### config.mk
export PLATFORM = sky130hd
export DESIGN_NAME = window_stream_sequencer_flat
export DESIGN_NICKNAME = d
export VERILOG_FILES = /design/src/rtl/sgm_stream_pkg.sv /design/src/rtl/window_stream_sequencer_if.sv /design/src/rtl/frame_pos_counter.sv /design/src/rtl/window_stream_sequencer.sv /design/src/flat_wrapper.sv
export SDC_FILE = /design/constraint.sdc
export NUM_CORES = 1
export LEC_CHECK = 0
export CELL_PAD_IN_SITES_DETAIL_PLACEMENT = 1
export CELL_PAD_IN_SITES_GLOBAL_PLACEMENT = 2
export CORE_MARGIN = 2
export CORE_UTILIZATION = 38
export DETAILED_ROUTE_END_ITERATION = 6
export PLACE_DENSITY_LB_ADDON = 0.1
export SLEW_MARGIN = 20
export SYNTH_ARGS = -nofsm -noshare
export SYNTH_HDL_FRONTEND = slang
export SYNTH_SLANG_ARGS = --single-unit
### constraint.sdc
create_clock -name clk -period 6.95 [get_ports clk]
set_clock_uncertainty 0.2 [all_clocks]
set_input_delay 0.695 -clock clk [delete_from_list [all_inputs] [get_ports clk]]
set_output_delay 0.695 -clock clk [all_outputs]
set_load 0.02 [all_outputs]
### src/rtl/sgm_stream_pkg.sv
// Shared types and dimension defaults for the SGM streaming front end.
// The window extractor and cost-aggregation stages use the same constants.
package sgm_stream_pkg;

    typedef enum logic {
        IDLE   = 1'b0,
        ACTIVE = 1'b1
    } state_t;

    localparam int DEF_PIXEL_DEPTH  = 7;
    localparam int DEF_FRAME_WIDTH  = 640;
    localparam int DEF_FRAME_HEIGHT = 480;
    localparam int DEF_BLOCK_WIDTH  = 1;
    localparam int DEF_BLOCK_HEIGHT = 8;

    // A dimension of 1 still needs a one-bit counter.
    function automatic int clog2_min1(input int value);
        return ($clog2(value) < 1) ? 1 : $clog2(value);
    endfunction

endpackage

### src/rtl/window_stream_sequencer_if.sv
// Raster pixel input stream. The sink is always ready: a pixel transfers
// on every cycle with in_valid high; in_sof is only meaningful with in_valid.
interface window_stream_sequencer_if #(
    parameter int PIXEL_DEPTH = sgm_stream_pkg::DEF_PIXEL_DEPTH
);
    logic                   in_valid;
    logic                   in_sof;
    logic [PIXEL_DEPTH-1:0] in_data;

    modport master (output in_valid, output in_sof, output in_data);
    modport slave  (input  in_valid, input  in_sof, input  in_data);
endinterface

### src/rtl/frame_pos_counter.sv
// Raster x/y position counter. x/y show the position of a pixel accepted this
// cycle; restart makes that position (0,0) so the counter follows from there.
module frame_pos_counter
    import sgm_stream_pkg::*;
#(
    parameter  int WIDTH  = DEF_FRAME_WIDTH,
    parameter  int HEIGHT = DEF_FRAME_HEIGHT,
    localparam int XW     = clog2_min1(WIDTH),
    localparam int YW     = clog2_min1(HEIGHT)
) (
    input  logic          clk,
    input  logic          rst,
    input  logic          inc,
    input  logic          restart,
    output logic [XW-1:0] x,
    output logic [YW-1:0] y,
    output logic          last
);

    localparam logic [XW-1:0] LAST_X = XW'(WIDTH - 1);
    localparam logic [YW-1:0] LAST_Y = YW'(HEIGHT - 1);

    logic [XW-1:0] x_q;
    logic [YW-1:0] y_q;

    assign x    = restart ? '0 : x_q;
    assign y    = restart ? '0 : y_q;
    assign last = (x == LAST_X) && (y == LAST_Y);

    always_ff @(posedge clk or posedge rst) begin
        if (rst) begin
            x_q <= '0;
            y_q <= '0;
        end else if (inc) begin
            if (x == LAST_X) begin
                x_q <= '0;
                y_q <= (y == LAST_Y) ? '0 : y + 1'b1;
            end else begin
                x_q <= x + 1'b1;
                y_q <= y;
            end
        end else if (restart) begin
            x_q <= '0;
            y_q <= '0;
        end
    end

endmodule

### src/rtl/window_stream_sequencer.sv
// Feeds the line-buffer window extractor and produces a window-valid qualifier
// with coordinates aligned to the extractor's window output (two cycles after input).
module window_stream_sequencer
    import sgm_stream_pkg::*;
#(
    parameter  int PIXEL_DEPTH  = DEF_PIXEL_DEPTH,
    parameter  int FRAME_WIDTH  = DEF_FRAME_WIDTH,
    parameter  int FRAME_HEIGHT = DEF_FRAME_HEIGHT,
    parameter  int BLOCK_WIDTH  = DEF_BLOCK_WIDTH,
    parameter  int BLOCK_HEIGHT = DEF_BLOCK_HEIGHT,
    localparam int XW           = clog2_min1(FRAME_WIDTH),
    localparam int YW           = clog2_min1(FRAME_HEIGHT)
) (
    input  logic                    clk,
    input  logic                    rst,
    window_stream_sequencer_if.slave bus,
    output logic                    sr_enable,
    output logic [PIXEL_DEPTH-1:0]  sr_data,
    output logic                    win_valid,
    output logic [XW-1:0]           win_x,
    output logic [YW-1:0]           win_y,
    output logic                    frame_done,
    output logic                    err_sof,
    output state_t                  fsm_state
);

    state_t        state_q, state_d;
    logic          accept, restart, sof_err, last, in_window;
    logic [XW-1:0] pos_x;
    logic [YW-1:0] pos_y;

    logic          s1_win, s1_done;
    logic [XW-1:0] s1_x;
    logic [YW-1:0] s1_y;

    assign restart   = bus.in_valid && bus.in_sof;
    assign fsm_state = state_q;

    frame_pos_counter #(
        .WIDTH  (FRAME_WIDTH),
        .HEIGHT (FRAME_HEIGHT)
    ) u_pos (
        .clk     (clk),
        .rst     (rst),
        .inc     (accept),
        .restart (restart),
        .x       (pos_x),
        .y       (pos_y),
        .last    (last)
    );

    // Rows from a frame before the latest (re)start sit at y < BLOCK_HEIGHT-1
    // of the new count, so they never qualify.
    assign in_window = (int'(pos_x) >= BLOCK_WIDTH - 1) &&
                       (int'(pos_y) >= BLOCK_HEIGHT - 1);

    always_ff @(posedge clk or posedge rst) begin
        if (rst) state_q <= IDLE;
        else     state_q <= state_d;
    end

    always_comb begin
        state_d = state_q;
        accept  = 1'b0;
        sof_err = 1'b0;
        case (state_q)
            IDLE: begin
                accept = restart;
            end
            ACTIVE: begin
                accept  = bus.in_valid;
                sof_err = restart;
            end
            default: begin
                state_d = IDLE;
            end
        endcase
        if (accept) state_d = last ? IDLE : ACTIVE;
    end

    // Stage 1: shift into the extractor; window info travels alongside.
    always_ff @(posedge clk or posedge rst) begin
        if (rst) begin
            sr_enable <= 1'b0;
            sr_data   <= '0;
            err_sof   <= 1'b0;
            s1_win    <= 1'b0;
            s1_done   <= 1'b0;
            s1_x      <= '0;
            s1_y      <= '0;
        end else begin
            sr_enable <= accept;
            err_sof   <= sof_err;
            if (accept) begin
                sr_data <= bus.in_data;
                s1_win  <= in_window;
                s1_done <= last;
                s1_x    <= pos_x;
                s1_y    <= pos_y;
            end
        end
    end

    // Stage 2: aligned with the window the extractor has just captured.
    always_ff @(posedge clk or posedge rst) begin
        if (rst) begin
            win_valid  <= 1'b0;
            frame_done <= 1'b0;
            win_x      <= '0;
            win_y      <= '0;
        end else begin
            win_valid  <= sr_enable && s1_win;
            frame_done <= sr_enable && s1_done;
            if (sr_enable) begin
                win_x <= s1_x;
                win_y <= s1_y;
            end
        end
    end

endmodule

### src/flat_wrapper.sv
// flat-port wrapper written by rule: the top's interface ports become plain ports
module window_stream_sequencer_flat import sgm_stream_pkg::*;
#(
    parameter  int PIXEL_DEPTH  = DEF_PIXEL_DEPTH,
    parameter  int FRAME_WIDTH  = DEF_FRAME_WIDTH,
    parameter  int FRAME_HEIGHT = DEF_FRAME_HEIGHT,
    parameter  int BLOCK_WIDTH  = DEF_BLOCK_WIDTH,
    parameter  int BLOCK_HEIGHT = DEF_BLOCK_HEIGHT,
    localparam int XW           = clog2_min1(FRAME_WIDTH),
    localparam int YW           = clog2_min1(FRAME_HEIGHT)
)
  (clk, rst, sr_enable, sr_data, win_valid, win_x, win_y, frame_done, err_sof, fsm_state, bus_in_valid, bus_in_sof, bus_in_data);
  window_stream_sequencer_if #(.PIXEL_DEPTH(PIXEL_DEPTH)) bus_i ();
  input  logic clk;
  input  logic rst;
  output logic sr_enable;
  output logic [PIXEL_DEPTH-1:0] sr_data;
  output logic win_valid;
  output logic [XW-1:0] win_x;
  output logic [YW-1:0] win_y;
  output logic frame_done;
  output logic err_sof;
  output state_t fsm_state;
  input wire logic [$bits(bus_i.in_valid)-1:0] bus_in_valid;
  input wire logic [$bits(bus_i.in_sof)-1:0] bus_in_sof;
  input wire logic [$bits(bus_i.in_data)-1:0] bus_in_data;
  assign bus_i.in_valid = bus_in_valid;
  assign bus_i.in_sof = bus_in_sof;
  assign bus_i.in_data = bus_in_data;
  window_stream_sequencer #(.PIXEL_DEPTH(PIXEL_DEPTH), .FRAME_WIDTH(FRAME_WIDTH), .FRAME_HEIGHT(FRAME_HEIGHT), .BLOCK_WIDTH(BLOCK_WIDTH), .BLOCK_HEIGHT(BLOCK_HEIGHT)) u_core (.clk(clk), .rst(rst), .bus(bus_i), .sr_enable(sr_enable), .sr_data(sr_data), .win_valid(win_valid), .win_x(win_x), .win_y(win_y), .frame_done(frame_done), .err_sof(err_sof), .fsm_state(fsm_state));
endmodule
Yosys cells after proc, flatten, opt, wreduce, memory -nomap -nowiden
Cells that the tools add are included.

Add/subtract/negate cells: 2. Reductions and logical operators: 4. Mux-type cells: 10. $lt $le $gt $ge: 1. Bitwise operators: 1. Equality and inequality tests: 2.

Operators by type and width (count): $mux 9 (4); $mux 10 (3); $add 10x1->10 const B (1); $eq 10x10->1 const B (1); $add 9x1->9 const B (1); $eq 9x9->1 const B (1); $ge 9x3->1 const B (1); $logic_and 1x1->1 (4); $mux 1 (2); $pmux 1 s2 (1); $not 1->1 (1).

Logic and storage cells: 34. Input bits: 11. Output and inout port bits: 31. Register bits after elaboration: 71.

Logic depth before layout (Yosys ltp)
Depth after elaboration: 6. Gate-level depth with buffers: 8. Depth with buffers taken out: 7.

Hierarchy
A second synthesis with hierarchy kept.

Cells, all modules: 291. Area, all modules: 3106.7 µm².

By module, submodules not included: window_stream_sequencer (area each 1948.1 µm², cells each 172, sequential area each 1301.2 µm², times used 1); frame_pos_counter (area each 1158.6 µm², cells each 119, sequential area each 475.5 µm², times used 1).

Worst setup path before layout
Ideal clock, no wire load.

Path type: input-to-reg. Start point: input port bus_in_sof. End point: register u_core.u_pos.y_q[4]. Stages: 8. Buffers on the path: 1. Required time: 6.672 ns. Arrival: 2.737 ns. Setup time: 0.078 ns. Path slack: 3.935 ns. Cell sequence: nand2_1 > clkbuf_1 > and2_1 > ha_1 > nand4_1 > or4_4 > or4_1 > a21oi_1.

RTL lines: from (decl) (RTL line flat_wrapper.sv:25) `input wire logic [$bits(bus_i.in_sof)-1:0] bus_in_sof;`; $logic_and 1x1->1 (RTL line window_stream_sequencer.sv:36) `assign restart = bus.in_valid && bus.in_sof;`; $mux 10 (RTL line frame_pos_counter.sv:26) `assign x = restart ? '0 : x_q;`; via u_core.pos_x[1] (RTL line window_stream_sequencer.sv:29) `logic [XW-1:0] pos_x;`; $eq 10x10->1 (RTL line frame_pos_counter.sv:35) `if (x == LAST_X) begin`; $mux 9 (RTL line frame_pos_counter.sv:35); $mux 9 (RTL line frame_pos_counter.sv:34) `end else if (inc) begin`; to (signal assigned) (RTL line frame_pos_counter.sv:37) `y_q <= (y == LAST_Y) ? '0 : y + 1'b1;`; to (signal assigned) (RTL line frame_pos_counter.sv:40) `y_q <= y;`; to (decl) (RTL line frame_pos_counter.sv:24) `logic [YW-1:0] y_q;`.

The timed path passes the listed nets, and every way through them passes these cells. A chain may end at the register's enable or synchronous reset.

Final worst setup path
Start point: input port bus_in_valid. End point: register u_core.u_pos.y_q[3].

Longest elaborated chain between the ends: 6.

RTL lines: from (decl) (RTL line flat_wrapper.sv:24) `input wire logic [$bits(bus_i.in_valid)-1:0] bus_in_valid;`; $logic_and 1x1->1 (*) (RTL line window_stream_sequencer.sv:36); $mux 9 (*); via u_core.pos_y[1] (RTL line window_stream_sequencer.sv:30) `logic [YW-1:0] pos_y;`; $add 9x1->9 / $eq 9x9->1 (equally long branches) (RTL line frame_pos_counter.sv:37); $mux 9 (*) (RTL line frame_pos_counter.sv:37); $mux 9 (*) (RTL line frame_pos_counter.sv:35); $mux 9 (*) (RTL line frame_pos_counter.sv:34).

Mark *: on every way through the listed nets, which the timed path passes. The rest lies on a longest branch.

==> results.py <==
metrics = {
    "worst_setup_path": {
        "startpoint_type": "primary input",
        "worst_path_max_delay_cell": "sky130_fd_sc_hd__nor4_1",
        "endpoint_kind": "register",
        "timing.critical_path.slowest_cell_delay_ns": 0.83,
        "timing.critical_path.required_ns": 6.97,
        "arrival_ns": 3.54,
        "worstPathMaxFanout": 13,
        "reg2regPathDepth": 6,
        "crit_chain": "clkdlybuf4s50_1, nand2_1, and2_1, ha_1, nand4_1, nor4_1, o21ai_0, a32o_1",
        "worst-setup-path-type": "in2reg",
    },
    "logic_synthesis": {
        "yosys.cell_types.count": 38,
        "post_synth_inst_count": 286,
        "avgSynthCellArea_sq_um": 10.68,
        "synth.yosys.seq_area_share_pct": 58.17,
        "synth.yosys.warnings": 0,
        "synthesis.area_sq_um": 3054,
        "edff_count_synth": 0,
        "postSynthNetCount": 299,
        "yosys_register_bits": 71,
        "ys.flop_type": "sky130_fd_sc_hd__dfrtp_1",
        "synth-async-reset-ratio_pct": 100.0,
    },
    "clock_tree": {
        "postCtsSetupRepairBufs": 0,
        "worst_setup_hold_path_clk_slew_ns": 0.08,
        "cts_root_buf": "sky130_fd_sc_hd__clkbuf_8",
        "clkLatencyLatePin_ns": 0.34,
        "cts_hold_buf": 0,
        "cts_made_buffers": 9,
        "cts.sinks": 71,
        "cts_tree": "yes",
        "clock_tree.htree_level_count": 3,
        "postCtsResizedCells": 0,
        "clockBufferDepth": 2,
    },
    "die": {
        "core_area_sq_um": 7767,
        "std_cell_rows": 32,
        "die_w_um": 93.65,
        "die_h_um": 93.65,
        "design.die.area_sq_um": 8770,
        "design.portCount": 42,
        "initial_core_util_pct": 39.32,
    },
    "placed_design": {
        "portBuffers": 41,
        "gp_congestion": 0.7561,
        "dpl.hpwl_um": 4746,
        "dpl_worst_slack_ns": 3.135,
    },
    "drt": {
        "routedLengthMet1_um": 3613,
        "routed-via-count": 2270,
        "drt_first_iter_violations": 83,
        "wl_met3_um": 286,
        "postRouteWirelength_um": 7231,
        "drcViolationCount": 0,
        "highest_layer": "met4",
        "routed-wl-met2_um": 3254,
        "first_drt_pass_iteration_count": 5,
        "route.antenna.remaining_nets": 0,
        "avgViaCountPerCell": 5.218,
        "per_cell_routed_wire_length_um": 16.62,
    },
    "timing": {
        "final.setup.tns_ns": 0,
        "timing.final.ws_setup_ns": 3.433,
        "setup_violations": 0,
        "transition_time_at_the_pin_with_the_least_slew_margin_ns": 1.036,
        "hold_slack_ns": 0.3074,
        "grt_setup_unrepaired": "no",
        "layout_min_cycle_time_ns": 3.517,
        "relSlewSlack_pct": 30.94,
        "max_freq_mhz": 284.3,
        "final-hold-violation-count": 0,
        "min_period_over_period_pct": 50.60,
        "slew_viol_final": 0,
    },
    "pwr": {
        "power_density_nw_per_um2": 244.1,
        "power.ir.vdd_worst_uv": 105.4,
        "p_leak_uw": 0.001635,
    },
    "final_layout": {
        "share_of_cells_above_drive_strength_1_pct": 15.02,
        "finalNetCount": 341,
        "synthToLayoutAreaGrowth_pct": 24.33,
        "final.fill_count": 872,
        "layout.core_utilization_pct": 48.89,
        "antenna_cells_inserted": 0,
    },
    "global_routing": {
        "grt_usage_pct": 18.15,
        "grt-ovfl-total": 0,
        "number_of_global_route_vias_before_repair": 2294,
        "antenna_found_initial": 0,
        "grt_start_max_net_pins": 72,
        "global_route_wire_length_before_repair_um": 12230,
    },
    "run": {
        "maxCapViolations": 0,
    },
    "min_path": {
        "min_delay_path_depth": 1,
        "timing.hold.worst.class": "reg2reg",
    },
    "status": {
        "run_status": "finished clean",
    },
}
-- sequential cells by signal, indices dropped and copies added, names as in the netlist --
register / flops
u_core.u_pos.y_q: 9
u_core.s1_x: 10
u_core.s1_win: 1
u_core.sr_data: 7
u_core.s1_done: 1
u_core.fsm_state: 1
u_core.u_pos.x_q: 10
u_core.win_valid: 1
u_core.err_sof: 1
u_core.sr_enable: 1
u_core.frame_done: 1
u_core.s1_y: 9
u_core.win_y: 9
u_core.win_x: 10
-- worst max-delay path: cells and delay by family --
family                   cells  cell delay [ns]
AO/OA/AOI/OAI                2             0.53
adder cells (fa/ha/maj)      1             0.19
buffers and inverters        1             0.53
AND/OR/NAND/NOR              4             1.59
-- power by group --
group / total [uW] / switching [uW] / internal [uW] / leakage (uW)
logic: 98.2 / 54.2 / 43.9 / 0.000567
clock network: 376 / 163 / 214 / 0.000113
registers: 452 / 18.3 / 434 / 0.000955
-- metrics by stage --
step / cells / total power (uW) / instance area, sq um
6_report: 435 / 927.0 / 3797
5_1_grt: 435 / 969.1 / 3797
4_1_cts: 435 / 939.9 / 3797
3_5_place_dp: 419 / 560.7 / 3566
3_3_place_gp: 419 / 558.7 / 3566
2_1_floorplan: 286 / 514.6 / 3054
-- cells by family after synthesis --
logic type                 after synthesis  share of synthesized area (%)
muxes                                   27                          9.914
xor gates and xnor gates                 8                          2.294
adders and majority gates                2                         0.8192
buffers and inverters                   17                          2.089
AOI/OAI and AO/OA                       39                          7.620
DFF                                     71                          58.17
and+or+nand+nor                        122                          19.09
-- layer usage --
metal	track usage [%]	up-vias
met5	0	-
met4	6.522	0
met3	3.531	8
met2	27.46	58
met1	26.07	1121
li1	-	1083
-- worst paths after layout --
check,startpoint,slack [ns],to
max,bus_in_valid,3.43,u_core.u_pos.y_q[3]
min,u_core.win_y[1],0.31,u_core.win_y[1]
max reg2reg,u_core.u_pos.y_q[0],4.31,u_core.u_pos.y_q[3]
min reg2reg,u_core.win_y[1],0.31,u_core.win_y[1]
max in group asynchronous,rst,5.21,u_core.s1_win
min in group asynchronous,rst,0.74,u_core.win_x[1]
-- cells in the mapped netlist (4+ instances only) --
master / n / area share [%]
sky130_fd_sc_hd__nand4_1: 7 / 1.4
sky130_fd_sc_hd__xnor2_1: 4 / 1.1
sky130_fd_sc_hd__and2_1: 8 / 1.6
sky130_fd_sc_hd__nor4_1: 6 / 1.2
sky130_fd_sc_hd__dfrtp_1: 71 / 58
sky130_fd_sc_hd__mux2_2: 26 / 9.6
sky130_fd_sc_hd__nand2_1: 60 / 7.4
sky130_fd_sc_hd__xor2_1: 4 / 1.1
sky130_fd_sc_hd__nor2_1: 15 / 1.8
sky130_fd_sc_hd__clkbuf_1: 12 / 1.5
sky130_fd_sc_hd__nand3_1: 7 / 1.1
sky130_fd_sc_hd__a21oi_1: 22 / 3.6
sky130_fd_sc_hd__o21ai_0: 6 / 0.98
-- cell type report --
class	count	area (sq um)	share of cell area [%]
inverter	4	15.01	0.3954
clock buffer	10	137.6	3.624
timing repair buffer	44	432.9	11.40
tap	102	127.6	3.361
clock inverter	6	93.84	2.471
sequential	71	1777	46.79
multi-input combinational	198	1214	31.96
-- cell usage in the layout (no fill, tap or decap), types with 3 or more instances in the layout --
cell / instances
sky130_fd_sc_hd__clkinv_4: 3
sky130_fd_sc_hd__clkdlybuf4s50_1: 41
sky130_fd_sc_hd__buf_4: 3
sky130_fd_sc_hd__mux2_2: 26
sky130_fd_sc_hd__nor4_1: 6
sky130_fd_sc_hd__and3_1: 3
sky130_fd_sc_hd__clkbuf_8: 10
sky130_fd_sc_hd__o21ai_0: 6
sky130_fd_sc_hd__nor2_1: 15
sky130_fd_sc_hd__xnor2_1: 4
sky130_fd_sc_hd__or3_1: 3
sky130_fd_sc_hd__nand2_1: 60
sky130_fd_sc_hd__a21oi_1: 22
sky130_fd_sc_hd__nor3_1: 3
sky130_fd_sc_hd__dfrtp_1: 71
sky130_fd_sc_hd__nand3_1: 7
sky130_fd_sc_hd__nand4_1: 7
sky130_fd_sc_hd__xor2_1: 4
sky130_fd_sc_hd__and2_1: 8
(Power assumes the default switching activity.)
